<file path="config.mk">
export PLATFORM = sky130hd
export DESIGN_NAME = i2s_tx
export DESIGN_NICKNAME = d
export VERILOG_FILES = /design/src/rtl/i2s_tx_pkg.sv /design/src/rtl/i2s_timing.sv /design/src/rtl/i2s_tx.sv
export SDC_FILE = /design/constraint.sdc
export NUM_CORES = 1
export LEC_CHECK = 0
export CAP_MARGIN = 25
export CORE_MARGIN = 10
export CORE_UTILIZATION = 40
export CTS_CLUSTER_SIZE = 16
export DETAILED_ROUTE_END_ITERATION = 10
export PLACE_DENSITY = 0.55
export SLEW_MARGIN = 20
export SYNTH_ARGS = -nofsm -noshare
export SYNTH_HDL_FRONTEND = slang
export SYNTH_SLANG_ARGS = --single-unit
</file>
<file path="constraint.sdc">
create_clock -name clk -period 4.8 [get_ports clk]
set_clock_uncertainty 0.15 [all_clocks]
set_input_delay 0.96 -clock clk [delete_from_list [all_inputs] [get_ports clk]]
set_output_delay 0.96 -clock clk [all_outputs]
set_load 0.01 [all_outputs]
</file>
<file path="src/rtl/i2s_tx_pkg.sv">
// Shared constants and types for the I2S transmitter: frame geometry and
// slot-position helpers used by the timing generator and the data path.
package i2s_tx_pkg;

  localparam int unsigned SLOT_BITS      = 32;
  localparam int unsigned FRAME_BITS     = 64;
  localparam int unsigned DEF_DATA_W     = 24;
  localparam int unsigned DEF_BCLK_HALF  = 4;

  localparam int unsigned BIT_CNT_W = $clog2(FRAME_BITS);
  localparam int unsigned SLOT_POS_W = $clog2(SLOT_BITS);

  typedef logic [BIT_CNT_W-1:0]  bit_cnt_t;
  typedef logic [SLOT_POS_W-1:0] slot_pos_t;

  // Data occupies positions 1..last_pos; position 0 is the I2S one-bit delay.
  function automatic logic is_data_pos(slot_pos_t pos, slot_pos_t last_pos);
    return (pos != '0) && (pos <= last_pos);
  endfunction

endpackage

</file>
<file path="src/rtl/i2s_timing.sv">
// BCLK divider and frame bit counter. Produces a strobe on each BCLK falling
// edge together with the bit index the serial outputs move to on that edge.
module i2s_timing
  import i2s_tx_pkg::*;
#(
  parameter int unsigned BCLK_HALF = DEF_BCLK_HALF
) (
  input  logic      clk,
  input  logic      rst_n,
  output logic      o_bclk,
  output logic      o_lrclk,
  output logic      o_fall,
  output logic      o_frame_start,
  output slot_pos_t o_pos
);

  localparam int unsigned DivW = (BCLK_HALF > 1) ? $clog2(BCLK_HALF) : 1;

  logic [DivW-1:0] div_cnt_q, div_cnt_d;
  logic            bclk_q, bclk_d;
  logic            lrclk_q, lrclk_d;
  bit_cnt_t        bit_cnt_q, bit_cnt_d;

  logic     div_tc;
  logic     fall;
  bit_cnt_t bit_next;

  always_comb begin
    div_tc    = (div_cnt_q == DivW'(BCLK_HALF - 1));
    fall      = div_tc & bclk_q;
    bit_next  = bit_cnt_q + bit_cnt_t'(1);
    div_cnt_d = div_tc ? '0 : div_cnt_q + DivW'(1);
    bclk_d    = bclk_q ^ div_tc;
    bit_cnt_d = fall ? bit_next : bit_cnt_q;
    lrclk_d   = fall ? bit_next[BIT_CNT_W-1] : lrclk_q;
  end

  always_ff @(posedge clk or negedge rst_n) begin
    if (!rst_n) begin
      div_cnt_q <= '0;
      bclk_q    <= 1'b0;
      lrclk_q   <= 1'b1;
      bit_cnt_q <= '1;
    end else begin
      div_cnt_q <= div_cnt_d;
      bclk_q    <= bclk_d;
      lrclk_q   <= lrclk_d;
      bit_cnt_q <= bit_cnt_d;
    end
  end

  assign o_bclk        = bclk_q;
  assign o_lrclk       = lrclk_q;
  assign o_fall        = fall;
  assign o_frame_start = fall && (bit_next == '0);
  assign o_pos         = bit_next[SLOT_POS_W-1:0];

endmodule

</file>
<file path="src/rtl/i2s_tx.sv">
// Mono I2S transmitter: holds one mixed sample per frame and sends it on both
// the left and right slots, flagging dropped and repeated samples.
module i2s_tx
  import i2s_tx_pkg::*;
#(
  parameter int unsigned DATA_W    = DEF_DATA_W,
  parameter int unsigned BCLK_HALF = DEF_BCLK_HALF
) (
  input  logic              clk,
  input  logic              rst_n,
  input  logic [DATA_W-1:0] i_data,
  input  logic              i_valid,
  output logic              o_bclk,
  output logic              o_lrclk,
  output logic              o_sdata,
  output logic              o_overrun,
  output logic              o_underrun
);

  localparam slot_pos_t LastDataPos = slot_pos_t'(DATA_W);

  logic      fall;
  logic      frame_start;
  slot_pos_t pos;

  logic [DATA_W-1:0] hold_q, hold_d;
  logic [DATA_W-1:0] last_q, last_d;
  logic [DATA_W-1:0] shreg_q, shreg_d;
  logic              hold_full_q, hold_full_d;
  logic              sdata_q, sdata_d;
  logic              overrun_q, overrun_d;
  logic              underrun_q, underrun_d;
  logic              consume;

  i2s_timing #(
    .BCLK_HALF(BCLK_HALF)
  ) u_timing (
    .clk          (clk),
    .rst_n        (rst_n),
    .o_bclk       (o_bclk),
    .o_lrclk      (o_lrclk),
    .o_fall       (fall),
    .o_frame_start(frame_start),
    .o_pos        (pos)
  );

  always_comb begin
    hold_d      = hold_q;
    last_d      = last_q;
    shreg_d     = shreg_q;
    hold_full_d = hold_full_q;
    sdata_d     = sdata_q;
    overrun_d   = 1'b0;
    underrun_d  = 1'b0;
    consume     = frame_start & hold_full_q;

    // Rotating rather than shifting leaves shreg intact after the left slot,
    // so the right slot replays the same word without a reload.
    if (fall) begin
      if (is_data_pos(pos, LastDataPos)) begin
        sdata_d = shreg_q[DATA_W-1];
        shreg_d = {shreg_q[DATA_W-2:0], shreg_q[DATA_W-1]};
      end else begin
        sdata_d = 1'b0;
      end
    end

    if (frame_start) begin
      if (hold_full_q) begin
        shreg_d     = hold_q;
        last_d      = hold_q;
        hold_full_d = 1'b0;
      end else begin
        shreg_d    = last_q;
        underrun_d = 1'b1;
      end
    end

    if (i_valid) begin
      hold_d      = i_data;
      hold_full_d = 1'b1;
      overrun_d   = hold_full_q & ~consume;
    end
  end

  always_ff @(posedge clk or negedge rst_n) begin
    if (!rst_n) begin
      hold_q      <= '0;
      last_q      <= '0;
      shreg_q     <= '0;
      hold_full_q <= 1'b0;
      sdata_q     <= 1'b0;
      overrun_q   <= 1'b0;
      underrun_q  <= 1'b0;
    end else begin
      hold_q      <= hold_d;
      last_q      <= last_d;
      shreg_q     <= shreg_d;
      hold_full_q <= hold_full_d;
      sdata_q     <= sdata_d;
      overrun_q   <= overrun_d;
      underrun_q  <= underrun_d;
    end
  end

  assign o_sdata    = sdata_q;
  assign o_overrun  = overrun_q;
  assign o_underrun = underrun_q;

endmodule
</file>
After elaboration in Yosys (flattened, before gate mapping)

Index checks and enable logic that the tools add are counted.

Equality and inequality tests: 1
Order comparisons: 1
$add $sub $neg: 2
Reduce and logical (&&, ||, !) cells: 8
Mux-type cells: 11
Divide/modulo/power cells: 0
Shift operators: 0
Bitwise operators: 5
Multipliers: 0

Operators with widths:

| operator              | number |
|---|---|
| $mux W24              | 4 |
| $add A6 B1 Y6 const B | 1 |
| $logic_not A6 Y1      | 1 |
| $mux W1               | 6 |
| $reduce_bool A2 Y1    | 3 |
| $le A5 B5 Y1 const B  | 1 |
| $reduce_bool A5 Y1    | 1 |
| $and A1 B1 Y1         | 3 |
| $add A2 B1 Y2 const B | 1 |
| $eq A2 B2 Y1 const B  | 1 |
| $logic_and A1 B1 Y1   | 2 |
| $mux W2               | 1 |
| $reduce_and A2 Y1     | 1 |
| $not A1 Y1            | 1 |
| $xor A1 B1 Y1         | 1 |

Bits of input ports: 27
Output and inout port bits: 5
Word-level logic and storage cells: 39
Bits in latches: 0
Memories: 0
Register bits: 86
Memory bits (writable): 0
ROM bits: 0

Logic depth before layout (Yosys ltp)

Gate-level depths: netlist (run 1).

Word-level depth: 7
Mapped depth: 9
Mapped depth without buffers: 6

Hierarchy

Synthesis (run 1) repeated with hierarchy kept, for this count alone.

Cells, all modules: 377
Area total of the unflattened synthesis: 4,175.3 um^2

Modules (own cells, without submodules):

| module     | area an instance (um^2) | sequential area each (um^2) | cells an instance | instances |
|---|---|---|---|---|
| i2s_tx     | 3,631.0                 | 1,901.8                     | 329               | 1 |
| i2s_timing | 544.3                   | 232.7                       | 48                | 1 |

Worst setup path after synthesis (run 1)

OpenSTA, ideal clock, no wires.

Kind: register -> register
Start: register u_timing.bit_cnt_q[0]
End: register shreg_q[11]
Period minus slack after synthesis: 2,403 ps
Cell stages (with the launch flop): 9
Path buffers: 2
Data arrival time: 2,130 ps
Required time: 4,527 ps
Slack: 2,397 ps
Library setup time: 123 ps
Cell sequence: dfstp_2 -> ha_1 -> buf_2 -> or3b_2 -> a21oi_1 -> or3_1 -> a31oi_4 -> buf_6 -> o221a_2

Longest elaborated chain between the ends: 5
Elaborated cells between the ends (all ways): 10
Those cells by class: 1 x add/sub; 1 x order compare; 1 x mux; 7 x reduce/logical

Ends and longest elaborated chain:

| element                                | RTL line                           | RTL |
|---|---|---|
| start, declared                        | i2s_timing.sv:22                   | `bit_cnt_t bit_cnt_q, bit_cnt_d;` |
| start signal, assigned                 | i2s_timing.sv:48                   | `bit_cnt_q <= bit_cnt_d;` |
| $add A6 B1 Y6 (*)                      | i2s_timing.sv:31                   | `bit_next = bit_cnt_q + bit_cnt_t'(1);` |
| $le A5 B5 Y1 (tied with other cells)   | i2s_tx_pkg.sv:18                   | `return (pos != '0) && (pos <= last_pos);` |
| $logic_and A1 B1 Y1 (on tied branches) | i2s_tx_pkg.sv:18, i2s_timing.sv:55 |  |
| $reduce_bool A2 Y1 (no source line)    | n/a                                |  |
| $reduce_and A2 Y1 (no source line)     | n/a                                |  |
| end signal, assigned                   | i2s_tx.sv:98                       | `shreg_q <= shreg_d;` |
| end, declared                          | i2s_tx.sv:28                       | `logic [DATA_W-1:0] shreg_q, shreg_d;` |

Mark *: on every way between the ends. The rest lies on a longest branch, timed or not.
A chain may end at the register's enable or synchronous reset.

Worst setup path in the final report (run 1)

Start: register u_timing.bit_cnt_q[1]
End: register shreg_q[11]

The elaborated chain is that of the path after synthesis.

==> flow_summary.ini, run 1 <==
[run_status]
status = completed

[pwr]
p_leak_nw = 2.05
switching_share_pct = 23.5
power.share.sequential_pct = 59.5
clkPwrFrac_pct = 34.5
pwr-share-comb_pct = 5.9
power.density_mw_per_mm2 = 281
netSwitchingPower_mw = 0.297
p_int_mw = 0.967
power_mw = 1.26
peakVddDrop_uv = 146

[floorplan]
die_w_um = 120
core_area_mm2 = 0.00973
rows = 36
dieArea_mm2 = 0.0143
fp.dieH_um = 120
ioPinCount = 32
initial_core_util_pct = 40.8

[grt]
grt_max_degree = 55
groute.usage.overall_pct = 10.5
globalRoute.totalOverflow = 0
grt_pass1_vias = 2434
grt_pass1_wl_um = 12400
antenna_found_initial = 0

[logic_synthesis]
ys_warn_count = 0
synthDistinctLibCells = 41
synth-edff-count = 0
yosysMostFrequentCell = dfrtp_1
syn-num-nets = 318
synth_seq_cells = 85
synth_area_mm2 = 0.00397
syn_avg_cell_area_um2 = 13.9
post-synth-top-area-cell = dfrtp_1
synthTopCellsByCount = dfrtp_1, mux2_2, nand2_1, mux2i_1, mux2_4
synthArstFlopShare_pct = 100
synthTopCellsByArea = dfrtp_1, mux2_2, mux2_4
synth_top_area_share_pct = 49.7
netlist_instances = 286
ys_seq_area_share_pct = 53.7
ys.flop_type = dfrtp_1

[detailed_routing]
routed_wl_um = 7030
drt-initial-drc-count = 167
dr_total_vias = 2305
ant_nets = 0
wl_per_cell_um = 15.6
first_pass_iters = 5
vias_per_cell = 5.12
drcViolationCount = 0

[placement]
dpl.hpwl_um = 4490
port_buffers = 31
place_congestion = 0.733

[worst_setup_path]
startpoint = u_timing.bit_cnt_q[1]
endpoint_kind = flop
r2r_slack_ns = 1.95
reg2regPathDepth = 6
timing.rr.end = shreg_q[11]
crit_type = reg -> reg
cp_max_fo = 24
r2r_start = u_timing.bit_cnt_q[1]
arrival_ns = 2.95
worst_ep_required_time_ns = 4.89
critPathLaunchType = flop
crit_end = shreg_q[11]

[final_layout]
nets = 344
drive_gt1_share_pct = 30.6
multiInputGateArea_mm2 = 0.00169
n_fill_cell = 920
seqCellArea_mm2 = 0.00213
fin_util_pct = 46.3
area_growth_pct = 13.3
n_antenna_cell = 0

[clock_tree]
cts.path.max_buffers = 2
clk_pin_slew_worst_paths_ns = 0.08
ctsResizeCount = 0
clk_latency_ns = 0.35
postCtsSetupRepairBufs = 0
cts_buffers = 9
cts_hold_buf = 0
root_buffer = clkbuf_8
clock_sinks = 85
h-tree-depth = 3
cts_tree = built

[min_path]
hold_path_class = reg -> reg

[sta]
hold_viol = 0
rsz0062_at_grt = no
finalCritPeriodShare_pct = 59.5
maxSlewHeadroom_pct = 49.4
min_period_ns = 2.85
timing.fmax_ghz = 0.350
drv_slew = 0
worstMarginPinSlew_ns = 0.758
setup_tns_ns = 0
setup_viol = 0

[flow_run]
drv_cap = 0
layer usage:
metal	part of all wire [%]	vias up	global-route usage, %
li1	-	1102	-
met4	1.3	0	3.62
met1	50	1161	14.1
met3	3.4	9	3.56
met5	0	-	0
met2	45	33	15.4
logic make-up (layout without fill, tap and decap cells):
group | after synthesis | in the layout | share of synthesized area, %
DFF | 85 | 85 | 53.7
muxes | 75 | 75 | 22.4
and+or+nand+nor | 51 | 51 | 6.45
AOI/OAI and AO/OA | 39 | 39 | 10.2
buffers and inverters | 23 | 54 | 3.97
xor gates and xnor gates | 8 | 8 | 1.76
adders and majority gates | 5 | 5 | 1.57
layout by cell type (no fill, tap or decap), types with 2 or more instances in the layout:
master and instances:
inv_1 2, mux2_2 30, nand2b_1 2, clkinv_2 4, o2111ai_1 2, nand4_1 5
o221a_2 15, dfrtp_1 79, clkbuf_8 9, dfstp_2 6, clkdlybuf4s50_1 30, nor2_1 3
nor3_1 2, ha_1 5, a31oi_1 3, mux2_4 20, and2_1 2, xnor2_1 6
o221a_1 9, buf_4 6, nand2_1 28, mux2i_1 25, clkbuf_1 2, and3_1 2
xor2_1 2, a21boi_0 2
sequential cells by signal, summed over array words and instances, names as in the netlist:
signal / cells
shreg_q: 24
hold_full_q: 1
last_q: 24
o_sdata: 1
hold_q: 24
o_underrun: 1
u_timing.o_bclk: 1
u_timing.div_cnt_q: 2
u_timing.bit_cnt_q: 6
o_overrun: 1
cell type report:
cell class	instances	area share (%)
clock inverters	5	0.611
flip-flops and latches	85	47.4
clock buffers	11	2.92
multi-input cells	178	37.5
well taps	133	3.70
repair buffers	36	7.67
inverters	2	0.167
metrics by stage:
stage                     hold WS (ns)  worst slack, ns  cells  cell area (µm²)
final                            0.282             1.95    450             4500
after detailed placement         0.272             1.98    434             4340
after floorplan                  0.253             2.40    286             3970
after global routing             0.300             1.80    450             4500
after CTS                        0.284             1.94    450             4500
after global placement           0.264             2.07    434             4340
power by group through the flow:
stage	Combinational, mW	Clock [mW]	Sequential (mW)
after CTS	0.0785	0.457	0.753
after global placement	0.0771	0	0.767
after detailed placement	0.0784	0	0.768
final	0.0752	0.436	0.752
after floorplan	0.0360	0	0.762
after global routing	0.0859	0.486	0.757
critical path, cell delays in order, from the launching register on:
cell      delay, ns
dfstp_2        0.62
ha_1           0.45
nor4b_1        0.11
a311oi_1       0.32
a31oi_1        0.10
a211o_1        0.61
o221a_2        0.37
how the worst min path moves through the flow:
stage                     startpoint  cells after the start                    end
3_3_place_gp   u_timing.div_cnt_q[0]                      1  u_timing.div_cnt_q[0]
2_1_floorplan  u_timing.div_cnt_q[0]                      1  u_timing.div_cnt_q[0]
4_1_cts        u_timing.div_cnt_q[0]                      1  u_timing.div_cnt_q[0]
3_5_place_dp   u_timing.div_cnt_q[0]                      1  u_timing.div_cnt_q[0]
6_report       u_timing.div_cnt_q[0]                      1  u_timing.div_cnt_q[0]
5_1_grt        u_timing.div_cnt_q[0]                      1  u_timing.div_cnt_q[0]
Power figures use the tool's default switching activity.
==> run 2: changes to the inputs <==
clock period = 2.8 ns   (was 4.8 ns; I/O delays follow)
==> flow_summary.ini, run 2 (synthesized netlist as in run 1, its figures left out) <==
[worst_setup_path]
endpoint_kind = flop
r2r_slack_ns = 0.14
crit_path_cell_trace = ha_1, or3b_2, a21oi_1, or3_1, a31oi_4, o221a_2
critPathMaxStageDelay_ns = 0.63
reg2regPathDepth = 6
worst_ep_required_time_ns = 2.88
r2r_start = u_timing.bit_cnt_q[0]
timing.rr.end = shreg_q[5]
critPathTopFamily = simple AND/OR/NAND/NOR gates
slowest_stage = dfstp_2
crit_type = reg -> reg
path_buf_inv = 0
critPathLaunchType = flop
cp_max_fo = 12
arrival_ns = 2.74

[floorplan]
rows = 36
initial_core_util_pct = 40.8
fp.dieH_um = 120
dieArea_mm2 = 0.0143
core_area_mm2 = 0.00973
die_w_um = 120
ioPinCount = 32

[sta]
min_period_ns = 2.66
finalCritPeriodShare_pct = 95.1
hold_viol = 0
worstMarginPinSlew_ns = 0.533
rsz0062_at_grt = no
setup_viol = 0
drv_slew = 0
fin_ws_ns = 0.138
setup_tns_ns = 0
hold_slack_ns = 0.0116
maxSlewHeadroom_pct = 64.4
timing.fmax_ghz = 0.376

[placement]
dp.cells = 438
place_congestion = 0.777
port_buffers = 31
dpl.hpwl_um = 4600
dp_worst_setup_slack_ns = -0.0371

[clock_tree]
cts_tree = built
postCtsSetupRepairBufs = 0
cts_buffers = 9
clk_pin_slew_worst_paths_ns = 0.08
clock_sinks = 85
cts.path.max_buffers = 2
root_buffer = clkbuf_8
h-tree-depth = 3
cts_hold_buf = 0
clk_latency_ns = 0.34

[detailed_routing]
first_pass_iters = 4
drt-initial-drc-count = 136
drcViolationCount = 0
vias_per_cell = 5.13
routed_wl_um = 7040
wl_per_cell_um = 15.5
drt-met1-wl_um = 3420
dr_total_vias = 2334
highest_layer = met4
dr_wl_met3_um = 194
ant_nets = 0
met2_length_um = 3340

[final_layout]
final_cells = 455
n_antenna_cell = 0
seqCellArea_mm2 = 0.00213
nets = 349
mostFrequentLayoutCells = dfrtp_1, mux2_2, clkdlybuf4s50_1, nand2_1, mux2i_1
fin_util_pct = 47.1
final_common_cell = dfrtp_1
n_fill_cell = 917
multiInputGateArea_mm2 = 0.00171
top_regs = hold_q x24, last_q x24, shreg_q x24
drive_gt1_share_pct = 32.3
area_growth_pct = 15.4

[pwr]
power.share.sequential_pct = 58.5
p_leak_nw = 2.08
power.density_mw_per_mm2 = 481
clkPwrFrac_pct = 35.6
peakVddDrop_uv = 191
switching_share_pct = 23.4
pwr-share-comb_pct = 6.0
p_int_mw = 1.69
netSwitchingPower_mw = 0.517

[grt]
grt_max_degree = 52
groute.usage.overall_pct = 10.4
grt_pass1_wl_um = 12300
antenna_found_initial = 0
grt_pass1_vias = 2469
globalRoute.totalOverflow = 0

[run_status]
status = completed

[min_path]
hold_path_class = in -> async

[flow_run]
drv_cap = 0
run 2: routing by layer:
| layer | track usage, % | up-vias |
|---|---|---|
| met3 | 2.81 | 6 |
| met5 | 0 | - |
| met1 | 13.5 | 1177 |
| met2 | 16.2 | 34 |
| li1 | - | 1117 |
| met4 | 4.30 | 0 |
run 2: area by class of cell:
type | count | area share [%]
sequential | 85 | 46.5
multi-input combinational | 179 | 37.4
timing repair buffer | 40 | 8.46
tap | 133 | 3.63
clock buffer | 11 | 3.08
clock inverter | 5 | 0.737
inverter | 2 | 0.164
run 2: what timing repair did:
| action | CTS | global route |
|---|---|---|
| setup endpoints to repair | 24 | 39 |
| gates cloned | 1 | 0 |
| gates resized for setup | 0 | 2 |
| pin swaps | 0 | 0 |
run 2: through the flow:
stage / area (µm²) / total power [mW]
after floorplan: 3970 / 1.37
after global placement: 4390 / 1.45
after detailed placement: 4390 / 1.45
after CTS: 4570 / 2.25
after global routing: 4590 / 2.32
final: 4590 / 2.21
run 2: how the worst max path moves through the flow:
stage                          start           to  slack, ns  cells after the start
2_1_floorplan  u_timing.bit_cnt_q[0]  shreg_q[11]       0.40                      8
3_3_place_gp   u_timing.bit_cnt_q[0]  shreg_q[11]       0.07                      5
3_5_place_dp   u_timing.bit_cnt_q[0]   shreg_q[5]      -0.04                      5
4_1_cts        u_timing.bit_cnt_q[0]  shreg_q[19]       0.02                      5
5_1_grt        u_timing.bit_cnt_q[0]   shreg_q[5]       0.01                      6
6_report       u_timing.bit_cnt_q[0]   shreg_q[5]       0.14                      6
run 2: worst register-to-register path, delay by kind of cell, from the launching register on:
family / cells / cell delay (ns)
simple gates: 2 / 0.70
compound gates: 3 / 0.70
fa+ha+maj: 1 / 0.37
flops: 1 / 0.63
run 2: power by group through the flow:
stage	sequential (mW)	combinational [mW]	clock, mW
floorplan	1.31	0.0617	0
global placement	1.31	0.135	0
detailed placement	1.32	0.137	0
CTS	1.29	0.137	0.817
global route	1.30	0.149	0.872
finish	1.29	0.132	0.784
==> run 3: changes to the inputs <==
clock period = 2.9 ns   (was 2.8 ns; I/O delays follow)
==> flow_summary.ini, run 3 (synthesized netlist as in run 1, its figures left out) <==
[run_status]
status = completed

[sta]
setup_viol = 0
worstMarginPinSlew_ns = 0.523
timing.fmax_ghz = 0.371
min_period_ns = 2.69
maxSlewHeadroom_pct = 65.1
rsz0062_at_grt = no
hold_viol = 0
hold_slack_ns = 0.0292
drv_slew = 0
setup_tns_ns = 0
finalCritPeriodShare_pct = 92.9

[floorplan]
initial_core_util_pct = 40.8
die_w_um = 120
fp.dieH_um = 120
ioPinCount = 32
core_area_mm2 = 0.00973
dieArea_mm2 = 0.0143
rows = 36

[worst_setup_path]
endpoint_kind = flop
arrival_ns = 2.78
startpoint = u_timing.bit_cnt_q[0]
crit_type = reg -> reg
cp_max_fo = 12
worst_ep_required_time_ns = 2.99
r2r_start = u_timing.bit_cnt_q[0]
critPathLaunchType = flop

[grt]
grt_pass1_vias = 2570
globalRoute.totalOverflow = 0
groute.usage.overall_pct = 10.5
antenna_found_initial = 0
grt_max_degree = 51
grt_pass1_wl_um = 12500

[final_layout]
top_regs = hold_q x24, last_q x24, shreg_q x24
final_common_cell = dfrtp_1
nets = 349
mostFrequentLayoutCells = dfrtp_1, mux2_2, clkdlybuf4s50_1, nand2_1, mux2i_1
n_antenna_cell = 0
area_growth_pct = 16.0
drive_gt1_share_pct = 32.1

[pwr]
peakVddDrop_uv = 259
power.density_mw_per_mm2 = 482
p_leak_nw = 2.10

[detailed_routing]
vias_per_cell = 5.19
routed_wl_um = 7260
drcViolationCount = 0
dr_total_vias = 2357
first_pass_iters = 4
wl_per_cell_um = 16.0
drt-initial-drc-count = 121
ant_nets = 0

[clock_tree]
postCtsSetupRepairBufs = 0
cts_hold_buf = 0
cts_buffers = 9
cts_tree = built
ctsResizeCount = 0
clk_pin_slew_worst_paths_ns = 0.08
h-tree-depth = 3
clock_sinks = 85
cts.path.max_buffers = 2
clk_latency_ns = 0.35
root_buffer = clkbuf_8

[placement]
port_buffers = 31
place_congestion = 0.773
dpl.hpwl_um = 4670

[flow_run]
drv_cap = 0

[min_path]
hold_path_class = in -> async
-- run 3: report_power, final --
part,switching (mW),internal (mW),leakage [nW]
Sequential,0.0259,1.22,1.10
Combinational,0.0510,0.0765,0.897
Clock,0.407,0.443,0.103
-- run 3: through the flow --
stage | setup WS [ns] | utilization, % | area [µm²] | power, mW | std cells
floorplan | 0.497 | - | 3970 | 1.32 | 286
global placement | 0.157 | 45.1 | 4390 | 1.40 | 438
detailed placement | 0.0988 | 45.1 | 4390 | 1.40 | 438
CTS | 0.0873 | 47.1 | 4590 | 2.27 | 453
global route | 0.0345 | 47.4 | 4610 | 2.33 | 454
finish | 0.205 | 47.4 | 4610 | 2.22 | 454
-- run 3: cell type report --
class                      count  area [µm²]
clock buffer                  12         155
clock inverter                 3        43.8
fill                         914        5120
inverter                       2        7.51
multi-input combinational    179        1710
sequential                    85        2130
tap                          133         166
timing repair buffer          40         388
-- run 3: path summary, 6_finish.rpt --
kind,endpoint,slack [ns],depth (start not counted)
setup / recovery,shreg_q[16],0.21,6
hold / removal,u_timing.o_bclk,0.03,1
setup reg to reg,shreg_q[16],0.21,6
hold reg to reg,u_timing.div_cnt_q[0],0.28,1
max in group asynchronous,u_timing.bit_cnt_q[4],1.92,2
min in group clk,u_timing.div_cnt_q[0],0.28,1
-- run 3: metal layers --
layer / track usage [%] / share of wire [%] / vias up / wire length (µm)
li1: - / - / 1112 / -
met5: 0 / 0 / - / 0
met2: 16.7 / 47 / 43 / 3390
met3: 3.52 / 3.3 / 12 / 239
met1: 13.0 / 48 / 1190 / 3490
met4: 4.00 / 1.9 / 0 / 136
-- run 3: worst max-delay path, stage by stage (launching register included) --
cell and delay [ns]:
dfstp_2 0.62, ha_1 0.36, or3b_2 0.48, a21oi_1 0.15, or3_1 0.25, a31oi_4 0.23
o221a_2 0.34
